<file path="src/rtl/to_upper_if.sv">
// Byte stream bus for the case converter: input handshake, output handshake,
// mode select and the converted-character counter.
interface to_upper_if #(
  parameter int CNT_W = 16
);
  logic [7:0]       in_data;
  logic             in_valid;
  logic             in_ready;
  logic [1:0]       mode;
  logic [7:0]       out_data;
  logic             out_valid;
  logic             out_ready;
  logic             out_changed;
  logic [CNT_W-1:0] conv_count;
  logic             cnt_clr;

  // The converter sits on this side.
  modport slave (
    input  in_data, in_valid, mode, out_ready, cnt_clr,
    output in_ready, out_data, out_valid, out_changed, conv_count
  );

  // The producer/consumer around the converter sits on this side.
  modport master (
    output in_data, in_valid, mode, out_ready, cnt_clr,
    input  in_ready, out_data, out_valid, out_changed, conv_count
  );
endinterface

</file>
<file path="src/rtl/to_upper.sv">
// ASCII case converter: one-deep output register with full-throughput
// valid/ready handshake, per-byte mode, and a saturating count of
// delivered bytes that were actually modified.

typedef enum logic [1:0] {
  MODE_UPPER = 2'b00,
  MODE_LOWER = 2'b01,
  MODE_SWAP  = 2'b10,
  MODE_PASS  = 2'b11
} case_mode_e;

// Pure combinational byte converter. Only bit 5 of a letter is ever
// touched, so "changed" is exactly "bit 5 was flipped".
module to_upper_conv (
  input  logic [7:0] din,
  input  logic [1:0] mode,
  output logic [7:0] dout,
  output logic       changed
);
  logic is_lo;
  logic is_up;
  logic flip;

  assign is_lo = (din >= 8'h61) && (din <= 8'h7A);
  assign is_up = (din >= 8'h41) && (din <= 8'h5A);

  // Decide whether this byte's case bit is flipped under the given mode.
  always_comb begin
    flip = 1'b0;
    case (case_mode_e'(mode))
      MODE_UPPER: flip = is_lo;
      MODE_LOWER: flip = is_up;
      MODE_SWAP:  flip = is_lo | is_up;
      MODE_PASS:  flip = 1'b0;
      default:    flip = 1'b0;
    endcase
  end

  assign dout    = din ^ {2'b00, flip, 5'b00000};
  assign changed = flip;
endmodule

module to_upper #(
  parameter int CNT_W = 16
) (
  input  logic         clk,
  input  logic         rst_n,
  to_upper_if.slave    bus
);
  localparam logic [CNT_W-1:0] CNT_MAX = {CNT_W{1'b1}};

  logic [7:0]       conv_data;
  logic             conv_chg;
  logic [7:0]       out_data;
  logic             out_valid;
  logic             out_changed;
  logic [CNT_W-1:0] conv_count;
  logic             in_ready;
  logic             accept;
  logic             consume;

  to_upper_conv u_conv (
    .din     (bus.in_data),
    .mode    (bus.mode),
    .dout    (conv_data),
    .changed (conv_chg)
  );

  // The slot frees up in the same cycle it is drained, giving one byte/cycle.
  assign in_ready = !out_valid || bus.out_ready;
  assign accept   = bus.in_valid && in_ready;
  assign consume  = out_valid && bus.out_ready;

  // Output register: load on accept (even while draining), clear when drained
  // with nothing new arriving, otherwise hold regardless of mode changes.
  always_ff @(posedge clk or negedge rst_n) begin
    if (!rst_n) begin
      out_valid   <= 1'b0;
      out_data    <= 8'h00;
      out_changed <= 1'b0;
    end else if (accept) begin
      out_valid   <= 1'b1;
      out_data    <= conv_data;
      out_changed <= conv_chg;
    end else if (consume) begin
      out_valid   <= 1'b0;
    end
  end

  // Count modified bytes as they leave; clear wins, and the count sticks at max.
  always_ff @(posedge clk or negedge rst_n) begin
    if (!rst_n) begin
      conv_count <= '0;
    end else if (bus.cnt_clr) begin
      conv_count <= '0;
    end else if (consume && out_changed && (conv_count != CNT_MAX)) begin
      conv_count <= conv_count + 1'b1;
    end
  end

  assign bus.in_ready    = in_ready;
  assign bus.out_data    = out_data;
  assign bus.out_valid   = out_valid;
  assign bus.out_changed = out_changed;
  assign bus.conv_count  = conv_count;
endmodule

</file>
<file path="src/flat_wrapper.sv">
// flat-port wrapper written by rule: the top's interface ports become plain ports
module to_upper_flat 
#(
  parameter int CNT_W = 16
)
  (clk, rst_n, bus_in_data, bus_in_valid, bus_mode, bus_out_ready, bus_cnt_clr, bus_in_ready, bus_out_data, bus_out_valid, bus_out_changed, bus_conv_count);
  to_upper_if #(.CNT_W(CNT_W)) bus_i ();
  input  logic clk;
  input  logic rst_n;
  input wire logic [$bits(bus_i.in_data)-1:0] bus_in_data;
  input wire logic [$bits(bus_i.in_valid)-1:0] bus_in_valid;
  input wire logic [$bits(bus_i.mode)-1:0] bus_mode;
  input wire logic [$bits(bus_i.out_ready)-1:0] bus_out_ready;
  input wire logic [$bits(bus_i.cnt_clr)-1:0] bus_cnt_clr;
  output wire logic [$bits(bus_i.in_ready)-1:0] bus_in_ready;
  output wire logic [$bits(bus_i.out_data)-1:0] bus_out_data;
  output wire logic [$bits(bus_i.out_valid)-1:0] bus_out_valid;
  output wire logic [$bits(bus_i.out_changed)-1:0] bus_out_changed;
  output wire logic [$bits(bus_i.conv_count)-1:0] bus_conv_count;
  assign bus_i.in_data = bus_in_data;
  assign bus_i.in_valid = bus_in_valid;
  assign bus_i.mode = bus_mode;
  assign bus_i.out_ready = bus_out_ready;
  assign bus_i.cnt_clr = bus_cnt_clr;
  assign bus_in_ready = bus_i.in_ready;
  assign bus_out_data = bus_i.out_data;
  assign bus_out_valid = bus_i.out_valid;
  assign bus_out_changed = bus_i.out_changed;
  assign bus_conv_count = bus_i.conv_count;
  to_upper #(.CNT_W(CNT_W)) u_core (.clk(clk), .rst_n(rst_n), .bus(bus_i));
endmodule
</file>
<file path="config.mk">
export PLATFORM = sky130hd
export DESIGN_NAME = to_upper_flat
export DESIGN_NICKNAME = d
export VERILOG_FILES = /design/src/rtl/to_upper_if.sv /design/src/rtl/to_upper.sv /design/src/flat_wrapper.sv
export SDC_FILE = /design/constraint.sdc
export NUM_CORES = 1
export LEC_CHECK = 0
export ABC_AREA = 0
export BUFFER_PORTS_ARGS = -buffer_cell sky130_fd_sc_hd__buf_2
export CAP_MARGIN = 20
export CELL_PAD_IN_SITES_DETAIL_PLACEMENT = 1
export CELL_PAD_IN_SITES_GLOBAL_PLACEMENT = 1
export CORE_AREA = 2 2 63 65
export CTS_CLUSTER_DIAMETER = 60
export DETAILED_ROUTE_END_ITERATION = 6
export DIE_AREA = 0 0 65 67
export PLACE_DENSITY_LB_ADDON = 0.2
export SETUP_SLACK_MARGIN = 0.02
export SLEW_MARGIN = 40
export SYNTH_ARGS = -nofsm -noshare
export SYNTH_HDL_FRONTEND = slang
export SYNTH_HIERARCHICAL = 1
export SYNTH_SLANG_ARGS = --single-unit
</file>
<file path="constraint.sdc">
create_clock -name clk -period 2.5 [get_ports clk]
set_input_delay 0 -clock clk [delete_from_list [all_inputs] [get_ports clk]]
set_output_delay 0 -clock clk [all_outputs]
set_load 0.02 [all_outputs]
</file>
[Word-level counts from Yosys, hierarchy flattened]
Cells that the tools add are included.
Operators by class
  add/subtract/negate cells: 1
  order comparisons: 4
  equal/unequal tests: 4
  muxes and demuxes: 5
  bitwise operators: 2
  reduce and logical (&&, ||, !) cells: 11
Operators by type and width (count)
  $mux W16: 2
  $add A16 B1 Y16 const B: 1
  $ge A8 B7 Y1 const B: 2
  $le A8 B7 Y1 const B: 2
  $ne A16 B16 Y1 const B: 1
  $xor A8 B6 Y8: 1
  $logic_and A1 B1 Y1: 6
  $eq A2 B2 Y1 const B: 2
  $pmux W1 S4: 1
  $reduce_bool A2 Y1: 2
  $eq A2 B1 Y1 const B: 1
  $logic_not A2 Y1: 1
  $mux W1: 2
  $logic_not A1 Y1: 1
  $logic_or A1 B1 Y1: 1
  $or A1 B1 Y1: 1
Word-level totals
  flip-flop bits (word level): 26
  input port bits: 15
  output and inout port bits: 27
  logic and storage cells: 31

[Longest topological paths before layout]
  word-level depth: 5
  gate-level depth with buffers: 5

[Hierarchy]
Netlist, hierarchy kept.
Modules (own cells, without submodules)
  to_upper: times used 1, cells each 121, area each 1333.8 um2, seq. area each 650.6 um2
  to_upper_conv: times used 1, cells each 20, area each 130.1 um2, seq. area each 0.0 um2

[Worst setup path before layout]
Ideal clock, no wire load.
  path type: register -> register
  start point: reg u_core.conv_count[0], in the netlist u_core/bus.conv_count[0]
  end point: reg u_core.conv_count[0], in the netlist u_core/bus.conv_count[0]
  setup time: 0.128 ns
  arrival: 1.661 ns
  required time: 2.372 ns
  path slack: 0.711 ns
  cell stages (with the launch flop): 6
  path buffers: 0
  period minus slack after synthesis: 1.789 ns
  cell sequence: dfrtp_1 ha_1 inv_1 nor4_4 a21boi_2 mux2_1
Between the ends
  cells in the longest elaborated chain, start to end: 3
  elaborated cells on any way between the ends: 6
  classes of those cells: add/sub: 1; eq/ne: 1; mux: 2; reduce/logical: 2
Ends and longest elaborated chain
  start: declaration: RTL line to_upper.sv:57  | logic [CNT_W-1:0] conv_count;
  start signal: assignment: RTL line to_upper.sv:97  | conv_count <= conv_count + 1'b1;
  $add A16 B1 Y16 / $ne A16 B16 Y1 (equally long branches): RTL line to_upper.sv:97, to_upper.sv:96
  $mux W16 / $logic_and A1 B1 Y1 (equally long branches): RTL line to_upper.sv:96  | end else if (consume && out_changed && (conv_count != CNT_MAX)) begin
  $mux W16 / $reduce_bool A2 Y1 (equally long branches)
Several ways; a longest one is shown, not always the timed one. The select of a mux whose other input is x is not followed.
A chain may end at the register's enable or synchronous reset.

[Worst setup path after layout]
Ends and elaborated chain as after synthesis.

==> reports/qor.txt <==
Outcome: complete, no violations
Die X: 65 µm
First-pass GRT wire length: 6110 µm
Register area share after synthesis: 0.444
Worst setup EP type: flop
Final period util: 0.742
Post-layout util: 0.499
Vias: 1278
HPWL after DPL: 2590 µm
Port bufs: 41
Layout area overhead: 22.9%
Commonest register cell after synthesis: dfrtp_1
GRT overflow: 0
N_diodes: 0
CTS Buf Count: 3
Router iterations before antenna repair: 3
H-tree levels: 1
Most common cell after layout, fill and taps aside: buf_2
# fillers: 436
CTS resizes: 0
EDFF count, synth: 0
Mapped Area: 0.00146 mm²
Sink Count: 26
Final hold vios: 0
Tmin final: 1.86 ns
WP data arrival: 2.01 ns
Share of layout cells above drive strength 1: 0.353
Asr flop ratio synth: 1.00
Mean Syn Cell Area: 10.4 µm²
Slew Limit Fails: 0
DIE AREA: 0.00436 mm²
Clock Skews: 0.00366 ns
Gr usage total: 0.180
Wire length per cell: 15.4 µm
Post-route DRC: 0
Leakage: 0.838 nW
Antenna viol nets, final: 0
Post-synth cell types: 42
Vias in the first global route: 1303
Number of max-cap violations: 0
GP Congestion: 0.811
Slew of the pin with the lowest slew margin: 0.614 ns
Pwr dens: 484 mW/mm²
Most frequent cells in the layout: 41 x buf_2, 26 x dfrtp_1, 13 x a21oi_1
Register area: 651 µm²
Core Region: 0.00361 mm²
CP Max Fanout: 6
CTS tree: yes
Area occupied by multi-input gates: 737 µm²
Die span in y: 67 µm
Via density: 5.51
Clk slew on worst S/H paths: 0.10 ns
CP Class: reg2reg
Startpoint Class: flop
Nets@finish: 201
Cell row count: 22
Setup TNS: 0 ns
Largest net degree at the start of global routing: 27
Yosys warning total: 6
Syn nets: 157
Setup Buffers After CTS: 0
Initial core utilization: 0.406
Max Freq: 539 MHz
Slew margin rel.: 0.591
Unrepaired setup endpoints after global routing: no
Cells after Synth: 141
Critical Path RT: 2.66 ns
Initial antenna violation count: 0
Clk_lat worst skew: 0.27 ns
Clock root buffer master: clkbuf_8
Final Routed Wirelength: 3570 µm
Max VDD drop: 0.256 mV
Clock Tree Buf Depth: 2
Hold-fix buffers at CTS: 8
Hold Crit Class: in2reg
# setup viols final: 0
Yosys reg bits: 26
Initial DRC Count: 50
Ports: 42
## sequential cells by signal, summed over array words and instances, names as in the netlist
| signal | count |
|---|---|
| u_core/bus.out_changed | 1 |
| u_core/bus.out_valid | 1 |
| u_core/bus.conv_count | 16 |
| u_core/bus.out_data | 8 |
## where the power goes
part / total (mW) / switching (mW) / leakage, nW / internal (mW)
Combinational: 0.139 / 0.0800 / 0.468 / 0.0585
Clock: 0.277 / 0.137 / 0.0288 / 0.141
Sequential: 0.454 / 0.0115 / 0.342 / 0.443
Total: 0.870 / 0.228 / 0.838 / 0.642
## cells by family after synthesis
group | after synthesis | share of synthesized area
AND/OR/NAND/NOR | 57 | 0.257
AO/OA/AOI/OAI | 31 | 0.140
multiplexers | 12 | 0.0915
XOR/XNOR | 1 | 0.00598
buffers and inverters | 13 | 0.0521
flip-flops | 26 | 0.444
adder cells (fa/ha/maj) | 1 | 0.00855
## layout make-up
| class | count | area share |
|---|---|---|
| sequential | 26 | 0.362 |
| clock buffer | 4 | 0.0306 |
| inverter | 3 | 0.00626 |
| tap | 48 | 0.0334 |
| multi-input combinational | 102 | 0.410 |
| timing repair buffer | 49 | 0.159 |
## worst paths after layout
check | startpoint | endpoint | slack, ns | cells past startpoint
min | bus_in_data[0] | u_core/bus.out_data[0] | 0.02 | 2
min reg2reg | u_core/bus.out_data[3] | u_core/bus.out_data[3] | 0.51 | 1
max | u_core/bus.conv_count[0] | u_core/bus.conv_count[0] | 0.64 | 5
min in group asynchronous | rst_n | u_core/bus.conv_count[5] | 0.27 | 2
max reg2reg | u_core/bus.conv_count[0] | u_core/bus.conv_count[0] | 0.64 | 5
max in group asynchronous | rst_n | u_core/bus.conv_count[9] | 1.83 | 2
## critical path, stage by stage (launching register included)
cell	delay [ns]
dfrtp_1	0.41
ha_1	0.34
inv_1	0.15
nor4_4	0.39
a21boi_2	0.13
mux2_1	0.33
## synth_stat cells (2+ instances only)
cell | n | area, µm²
a21oi_1 | 13 | 65.1
nor3_1 | 5 | 25.0
o21ai_1 | 2 | 10.0
inv_1 | 3 | 11.3
nand4_4 | 2 | 42.5
or3_1 | 5 | 31.3
nor2b_1 | 4 | 25.0
o21ai_0 | 2 | 10.0
nand3_1 | 5 | 25.0
buf_4 | 7 | 52.6
nor2_1 | 7 | 26.3
mux2_1 | 2 | 22.5
o31ai_1 | 6 | 45.0
mux2_2 | 9 | 101
nand4_2 | 2 | 25.0
nand2b_1 | 4 | 25.0
nand2_1 | 9 | 33.8
or4_1 | 5 | 37.5
dfrtp_1 | 26 | 651
## per-stage QoR
stage | hold slack (ns) | cell area, µm² | worst slack (ns) | std cells | power [mW]
floorplan | -0.296 | 1460 | 0.711 | 141 | 0.543
global placement | 0.0401 | 1660 | 0.743 | 220 | 0.588
global route | 0.0200 | 1800 | 0.504 | 232 | 0.914
CTS | 0.0161 | 1800 | 0.633 | 232 | 0.883
detailed placement | 0.0524 | 1660 | 0.650 | 220 | 0.593
finish | 0.0227 | 1800 | 0.644 | 232 | 0.870
## metal layers
metal | track usage | up-vias | wire (µm)
li1 | - | 606 | -
met1 | 0.222 | 644 | 1560
met2 | 0.336 | 26 | 1880
met3 | 0.0236 | 2 | 117
met4 | 0.0319 | 0 | 13
met5 | 0 | - | 0
No activity file was read; power rests on OpenSTA's default activity.
